===== src/rtl/preamble_inserter.sv =====
// Preamble inserter: prefixes each AXI-stream packet with R repetitions of a
// programmable L-sample pattern followed by G all-zero guard samples, then
// forwards the packet itself with zero-latency pass-through.
//
// Handshake semantics (both ports): a transfer happens on a rising edge where
// tvalid && tready are both high. A source holds tdata/tlast stable while
// tvalid is high and tready is low. In PREAMBLE/GUARD o_tvalid is held high and
// the input is back-pressured (i_tready=0). In PAYLOAD the input and output
// handshakes are the same event, because i_tready is o_tready and o_tvalid is
// i_tvalid.
module preamble_inserter #(
  parameter int BASE         = 0,
  parameter int WIDTH        = 32,
  parameter int MAX_PAT_LOG2 = 5
) (
  input  logic             clk,
  input  logic             reset_n,
  input  logic             clear,
  input  logic             set_stb,
  input  logic [7:0]       set_addr,
  input  logic [31:0]      set_data,
  input  logic [WIDTH-1:0] i_tdata,
  input  logic             i_tlast,
  input  logic             i_tvalid,
  output logic             i_tready,
  output logic [WIDTH-1:0] o_tdata,
  output logic             o_tlast,
  output logic             o_tvalid,
  input  logic             o_tready,
  output logic             busy,
  output logic [1:0]       dbg_state
);

  localparam int PTR_W = MAX_PAT_LOG2;
  localparam int DEPTH = 1 << MAX_PAT_LOG2;

  localparam logic [7:0] ADDR_CFG = 8'(BASE);
  localparam logic [7:0] ADDR_PTR = 8'(BASE + 1);
  localparam logic [7:0] ADDR_PAT = 8'(BASE + 2);

  typedef enum logic [1:0] {
    S_IDLE     = 2'd0,
    S_PREAMBLE = 2'd1,
    S_GUARD    = 2'd2,
    S_PAYLOAD  = 2'd3
  } state_t;

  // Reset is asserted asynchronously but released only after two clock edges,
  // so the first state change can never land on the edge where reset_n rises.
  logic [1:0] rst_sync;
  logic       rst_int_n;

  // Two-flop reset release synchroniser.
  always_ff @(posedge clk or negedge reset_n) begin
    if (!reset_n) rst_sync <= 2'b00;
    else          rst_sync <= {rst_sync[0], 1'b1};
  end

  assign rst_int_n = rst_sync[1];

  // Settings registers: the live copy the host writes at any time.
  logic [PTR_W-1:0] cfg_len_m1;
  logic [7:0]       cfg_rep;
  logic [7:0]       cfg_guard;
  logic [PTR_W-1:0] wr_ptr;

  // Working copy used by the running frame, so host writes only affect the
  // next frame.
  logic [PTR_W-1:0] w_len_m1;
  logic [7:0]       w_rep;
  logic [7:0]       w_guard;

  logic [WIDTH-1:0] pat_mem [DEPTH];

  state_t           state, state_n;
  logic [PTR_W-1:0] idx, idx_n;
  logic [7:0]       rep, rep_n;
  logic [7:0]       gcnt, gcnt_n;
  logic             frame_start;

  // Settings bus decode for configuration and pattern write pointer.
  always_ff @(posedge clk or negedge rst_int_n) begin
    if (!rst_int_n) begin
      cfg_len_m1 <= PTR_W'(15);
      cfg_rep    <= 8'd10;
      cfg_guard  <= 8'd0;
      wr_ptr     <= '0;
    end else if (set_stb) begin
      case (set_addr)
        ADDR_CFG: begin
          cfg_len_m1 <= set_data[PTR_W-1:0];
          cfg_rep    <= set_data[15:8];
          cfg_guard  <= set_data[23:16];
        end
        ADDR_PTR: wr_ptr <= set_data[PTR_W-1:0];
        ADDR_PAT: wr_ptr <= wr_ptr + 1'b1;
        default:  ;
      endcase
    end
  end

  // Pattern memory: one sample written per strobe at the current pointer.
  always_ff @(posedge clk or negedge rst_int_n) begin
    if (!rst_int_n) begin
      for (int k = 0; k < DEPTH; k++) pat_mem[k] <= '0;
    end else if (set_stb && (set_addr == ADDR_PAT)) begin
      pat_mem[wr_ptr] <= WIDTH'(set_data);
    end
  end

  // A frame starts on the IDLE exit; clear wins over starting.
  assign frame_start = (state == S_IDLE) && i_tvalid && !clear;

  // Latch the frame's L/R/G when the frame starts.
  always_ff @(posedge clk or negedge rst_int_n) begin
    if (!rst_int_n) begin
      w_len_m1 <= PTR_W'(15);
      w_rep    <= 8'd10;
      w_guard  <= 8'd0;
    end else if (frame_start) begin
      w_len_m1 <= cfg_len_m1;
      w_rep    <= cfg_rep;
      w_guard  <= cfg_guard;
    end
  end

  // State and counter registers.
  always_ff @(posedge clk or negedge rst_int_n) begin
    if (!rst_int_n) begin
      state <= S_IDLE;
      idx   <= '0;
      rep   <= '0;
      gcnt  <= '0;
    end else begin
      state <= state_n;
      idx   <= idx_n;
      rep   <= rep_n;
      gcnt  <= gcnt_n;
    end
  end

  // Next-state, counter updates and stream outputs.
  always_comb begin
    state_n  = state;
    idx_n    = idx;
    rep_n    = rep;
    gcnt_n   = gcnt;
    o_tdata  = '0;
    o_tlast  = 1'b0;
    o_tvalid = 1'b0;
    i_tready = 1'b0;

    case (state)
      S_IDLE: begin
        // The waiting sample is not consumed here; it is taken in PAYLOAD.
        if (i_tvalid) begin
          idx_n  = '0;
          rep_n  = '0;
          gcnt_n = '0;
          if (cfg_rep != 8'd0)        state_n = S_PREAMBLE;
          else if (cfg_guard != 8'd0) state_n = S_GUARD;
          else                        state_n = S_PAYLOAD;
        end
      end

      S_PREAMBLE: begin
        o_tvalid = 1'b1;
        o_tdata  = pat_mem[idx];
        if (o_tready) begin
          if (idx == w_len_m1) begin
            idx_n = '0;
            if (rep == w_rep - 8'd1) begin
              rep_n   = '0;
              state_n = (w_guard != 8'd0) ? S_GUARD : S_PAYLOAD;
            end else begin
              rep_n = rep + 8'd1;
            end
          end else begin
            idx_n = idx + 1'b1;
          end
        end
      end

      S_GUARD: begin
        o_tvalid = 1'b1;
        if (o_tready) begin
          if (gcnt == w_guard - 8'd1) begin
            gcnt_n  = '0;
            state_n = S_PAYLOAD;
          end else begin
            gcnt_n = gcnt + 8'd1;
          end
        end
      end

      S_PAYLOAD: begin
        o_tdata  = i_tdata;
        o_tlast  = i_tlast;
        o_tvalid = i_tvalid;
        i_tready = o_tready;
        if (i_tvalid && o_tready && i_tlast) state_n = S_IDLE;
      end

      default: state_n = S_IDLE;
    endcase

    // Soft clear abandons the frame on this edge; the output simply stops.
    if (clear) begin
      state_n = S_IDLE;
      idx_n   = '0;
      rep_n   = '0;
      gcnt_n  = '0;
    end
  end

  assign busy      = (state != S_IDLE);
  assign dbg_state = state;

endmodule


===== config.mk =====
export PLATFORM = sky130hd
export DESIGN_NAME = preamble_inserter
export DESIGN_NICKNAME = d
export VERILOG_FILES = /design/src/rtl/preamble_inserter.sv
export SDC_FILE = /design/constraint.sdc
export NUM_CORES = 2
export LEC_CHECK = 0
export BUFFER_PORTS_ARGS = -buffer_cell sky130_fd_sc_hd__buf_4
export CAP_MARGIN = 20
export CORE_ASPECT_RATIO = 1.5
export CORE_MARGIN = 3
export CORE_UTILIZATION = 48
export DETAILED_ROUTE_END_ITERATION = 8
export GPL_TIMING_DRIVEN = 1
export MAX_ROUTING_LAYER = met4
export PLACE_DENSITY_LB_ADDON = 0.2
export SYNTH_ARGS = -nofsm -noshare
export SYNTH_HDL_FRONTEND = slang
export SYNTH_SLANG_ARGS = --single-unit

===== constraint.sdc =====
create_clock -name clk -period 33 [get_ports clk]
set_clock_uncertainty 0.2 [all_clocks]
set_input_delay 9.9 -clock clk [delete_from_list [all_inputs] [get_ports clk]]
set_output_delay 9.9 -clock clk [all_outputs]
set_load 0.03 [all_outputs]

# ---- Word level (Yosys, flattened, before mapping)
# Cells that the tools add are included.
dict set report word_totals {
  regBits 1096
  inputBits 79
  wordCells 131
  out_inout_bits 38
}
dict set report classes {
  n_addsub 6
  order_cmp 3
  n_eq_ne 15
  mux 38
  n_bitwise 2
  reduce_logical 23
}
# cell n
set op_table {}
lappend op_table {{$bwmux 1024} 1}
lappend op_table {{$bmux 32 s5} 1}
lappend op_table {{$demux 32 s5} 1}
lappend op_table {{$mux 32} 3}
lappend op_table {{$mux 8} 8}
lappend op_table {{$pmux 32 s2} 1}
lappend op_table {{$pmux 8 s2} 2}
lappend op_table {{$reduce_bool 8->1} 3}
lappend op_table {{$ne 3x3->1 const B} 7}
lappend op_table {{$mux 5} 4}
lappend op_table {{$pmux 5 s2} 2}
lappend op_table {{$mux 2} 9}
lappend op_table {{$add 8x1->8 const B} 2}
lappend op_table {{$eq 8x8->1} 2}
lappend op_table {{$sub 8x1->8 const B} 2}
lappend op_table {{$ge 6x6->1 const B} 2}
lappend op_table {{$not 5->6} 2}
lappend op_table {{$add 5x1->5 const B} 2}
lappend op_table {{$eq 8x1->1 const B} 1}
lappend op_table {{$eq 8x2->1 const B} 1}
lappend op_table {{$logic_not 8->1} 1}
lappend op_table {{$pmux 2 s4} 1}
lappend op_table {{$reduce_and 7->1} 1}
lappend op_table {{$logic_and 1x1->1} 6}
lappend op_table {{14 further kinds} 22}

# ---- Logic depth before layout (Yosys ltp)
dict set report depth {
  word_depth 7
  depth_mapped 9
  depth_no_buf 8
}

# ---- Least setup slack after synthesis
# No wires, ideal clock.
dict set report synth_path {
  path_kind {input to output}
  from {in i_tvalid}
  to {out o_tvalid}
  required_time_ps 22900
  slack_ps 12535
  t_arrival_ps 10365
  n_path_buf 0
  path_stages 2
  path_cell_list {a21oi_1 nor2_1}
}
dict set report synth_via {
  elab_chain_len 1
}
# element line_no
set synth_rtl {}
lappend synth_rtl {{start: declaration} 24} ;# input logic i_tvalid,
lappend synth_rtl {{$pmux 1 s2} 153} ;# case (state)
lappend synth_rtl {{end: declaration} 28} ;# output logic o_tvalid,
# No other way between the ends.

# ---- Final worst setup path
dict set report layout_path {
  from {in i_tdata[18]}
  to {out o_tdata[18]}
}
dict set report layout_via {
  elab_chain_len 1
}
# element line_no
set layout_rtl {}
lappend layout_rtl {{start: declaration} 22} ;# input logic [WIDTH-1:0] i_tdata,
lappend layout_rtl {{$pmux 32 s2} 153}
lappend layout_rtl {{end: declaration} 26} ;# output logic [WIDTH-1:0] o_tdata,
# No other way between the ends.

==> flow_summary.json <==
{
  "area_delta_synth_final_pct": 11.6,
  "synth_edf_count": 0,
  "rr_startpoint": "rst_sync[1]$_DFF_PN0_",
  "final_cells": 4591,
  "die_w_um": 270,
  "drv_slew": 0,
  "row_count": 144,
  "status": "finished, final reports clean",
  "ys_async_sr_fraction_pct": 100,
  "critPathArrivalTime_ps": 10410,
  "cts_resized": 0,
  "p_leak_nw": 27.7,
  "cts_buffer_depth": 3,
  "synth_ff_type": "dfrtp_1",
  "cpMostUsedCell": "buf_4",
  "ff2ff_setup_slack_ps": 27390,
  "grt_overflow_total": 0,
  "yosysSeqAreaShare_pct": 54.5,
  "path_max_fanout": 1,
  "yosysMostFrequentCell": "dfrtp_1",
  "coreArea_um2": 103000,
  "fmax_ghz": 0.0488,
  "avgViaCountPerCell": 6.13,
  "dieArea_um2": 109000,
  "period_minus_slack_ps": 20510,
  "start_util_pct": 48.7,
  "post-dp-hpwl_um": 76800,
  "crit_cells": 3,
  "tritoncts": "yes",
  "ff2ff_path_depth": 6,
  "post_cts_buffers": 0,
  "crit_family": "buffers and inverters",
  "cts-htree-levels": 3,
  "layout-drive-gt1-share_pct": 25.2,
  "end_kind": "primary output",
  "fin_crit_sh_pct": 62.1,
  "antenna_found_initial": 6,
  "initialDrtViolationCount": 1820,
  "yosysTopAreaCellShare_pct": 53.9,
  "worstPathCellList": "buf_4 -> a22o_1 -> buf_4",
  "hold_class": "register to register",
  "ys_types": 62,
  "wl_um": 133000,
  "critical_path_class": "input pin to primary output",
  "ios": 117,
  "yosys_register_bits": 1096,
  "syn-cell-area_um2": 50300,
  "powerDensity_nw_per_um2": 51.2,
  "grt_use_total_pct": 25.6,
  "place_ws_ps": 12490,
  "rsz0062_at_grt": "no",
  "grt_start_max_net_pins": 183,
  "worst_pin_slew_ps": 1130,
  "required_ps": 22900,
  "ir_drop_mv": 0.0398,
  "numCtsBuffers": 105,
  "grt_pass1_vias": 31274,
  "clk_pin_slew_ps": 60,
  "firstDrtPassIters": 5,
  "synth_common_cells": "dfrtp_1, mux2_1, mux4_2",
  "setup-violations-final": 0,
  "cap_viol_max_count": 0,
  "n_fill_cell": 8241,
  "crit_path_end": "o_tdata[18]",
  "yosys_warnings": 0,
  "setup.worst_path.start_class": "input pin",
  "synth_area_leaders": "dfrtp_1, mux2_1, mux4_2",
  "die_y_um": 403,
  "ant_nets": 0,
  "hold_violations": 0,
  "worst-path-buf-inv": 2,
  "yosys.area.top_type": "dfrtp_1",
  "slew_headroom_pct": 24.8,
  "cts_hold_buf": 0,
  "syn-num-nets": 3210,
  "crit_slowest_cell": "a22o_1",
  "synth_cells": 3118,
  "syn_area_per_cell_um2": 16.1,
  "r2r_end": "idx[1]$_DFFE_PN0P_",
  "globalplace.congestion": 0.775,
  "portBuffers": 116,
  "nets": 3207,
  "route.vias.total": 28158,
  "cts_root_buf": "clkbuf_16",
  "wire_per_inst_um": 29.0,
  "grt_pass1_wl_um": 203000,
  "slowest_delay_ps": 230,
  "worst_skew_pair.late_latency_ps": 700,
  "remaining_drc_errors": 0,
  "crit_start": "i_tdata[18]",
  "cts.sinks": 1096,
  "place_inst": 4390,
  "tns_ps": 0,
  "worst_slack_ps": 12490
}
==> metal layers <==
layer | global-route usage (%) | vias up | part of all wire, %
met1 | 32.9 | 15758 | 42
met2 | 44.1 | 614 | 52
met5 | - | - | 0
met4 | 6.12 | 0 | 1.9
li1 | - | 11627 | -
met3 | 2.74 | 159 | 3.8
==> cells by family (layout without fill, tap and decap cells) <==
group           count (synthesis)  in the layout  synth area share [%]
mux                          1423           1423                  39.0
simple gates                  152            152                  1.52
xor+xnor                       29             29                 0.532
other cells                     1              6               0.00745
flops                        1096           1096                  54.5
buf+inv                       303            384                  2.61
fa+ha+maj                      13             13                 0.323
compound gates                101            101                  1.50
==> placed cells by master (no fill, tap or decap), types with 12 or more instances in the layout <==
| master | n |
|---|---|
| a22o_1 | 38 |
| buf_4 | 171 |
| clkbuf_1 | 17 |
| clkbuf_16 | 107 |
| clkbuf_8 | 34 |
| clkinv_2 | 16 |
| dfrtp_1 | 1078 |
| dfstp_2 | 12 |
| inv_1 | 14 |
| mux2_1 | 1024 |
| mux2_2 | 76 |
| mux4_2 | 316 |
| nand2_1 | 27 |
| nor2_1 | 23 |
| nor2_4 | 31 |
| o21ai_0 | 15 |
| xnor2_1 | 22 |
==> registers in the layout (all words and copies together) (netlist names), 5 cells and up <==
signal      cells
rep             8
w_guard         8
pat_mem      1024
cfg_rep         8
w_rep           8
wr_ptr          5
idx             5
cfg_guard       8
w_len_m1        5
gcnt            8
cfg_len_m1      5
==> where the power goes <==
group	switching (mW)	internal, mW
Combinational	0.154	0.0937
Clock	0.522	0.733
Sequential	0.0178	1.36
Total	0.694	2.18
==> worst min-delay path by stage <==
stage                          startpoint                     to  slack, ps  cells after the start
detailed placement  rst_sync[0]$_DFF_PN0_  rst_sync[1]$_DFF_PN0_        140                      0
global route        rst_sync[0]$_DFF_PN0_  rst_sync[1]$_DFF_PN0_        160                      0
global placement    rst_sync[0]$_DFF_PN0_  rst_sync[1]$_DFF_PN0_        140                      0
floorplan           rst_sync[0]$_DFF_PN0_  rst_sync[1]$_DFF_PN0_        130                      0
CTS                 rst_sync[0]$_DFF_PN0_  rst_sync[1]$_DFF_PN0_        160                      0
finish              rst_sync[0]$_DFF_PN0_  rst_sync[1]$_DFF_PN0_        150                      0
==> through the flow <==
step | util (%) | total power [mW] | instance area [µm²] | hold WS [ps]
global placement | 50.7 | 1.64 | 52400 | 138
finish | 54.3 | 2.88 | 56200 | 155
detailed placement | 50.7 | 1.65 | 52400 | 144
CTS | 54.2 | 2.91 | 56000 | 158
global route | 54.3 | 2.98 | 56200 | 159
floorplan | - | 1.58 | 50300 | 131
==> worst register-to-register path: stages, from the launching register on <==
cell and delay, ps:
dfrtp_4 850, buf_12 640, buf_4 1050, buf_4 930, buf_4 610, buf_16 320, buf_4 830
==> area by class of cell <==
| cell class | count | area, µm² | area share, % |
|---|---|---|---|
| sequential | 1096 | 27500 | 48.9 |
| multi-input combinational | 1719 | 21800 | 38.9 |
| clock buffer | 158 | 3210 | 5.71 |
| tap | 1387 | 1740 | 3.09 |
| timing repair buffer | 178 | 1450 | 2.58 |
| clock inverter | 33 | 424 | 0.755 |
| inverter | 15 | 56.3 | 0.100 |
| antenna | 5 | 12.5 | 0.0223 |
Power figures use the tool's default switching activity.
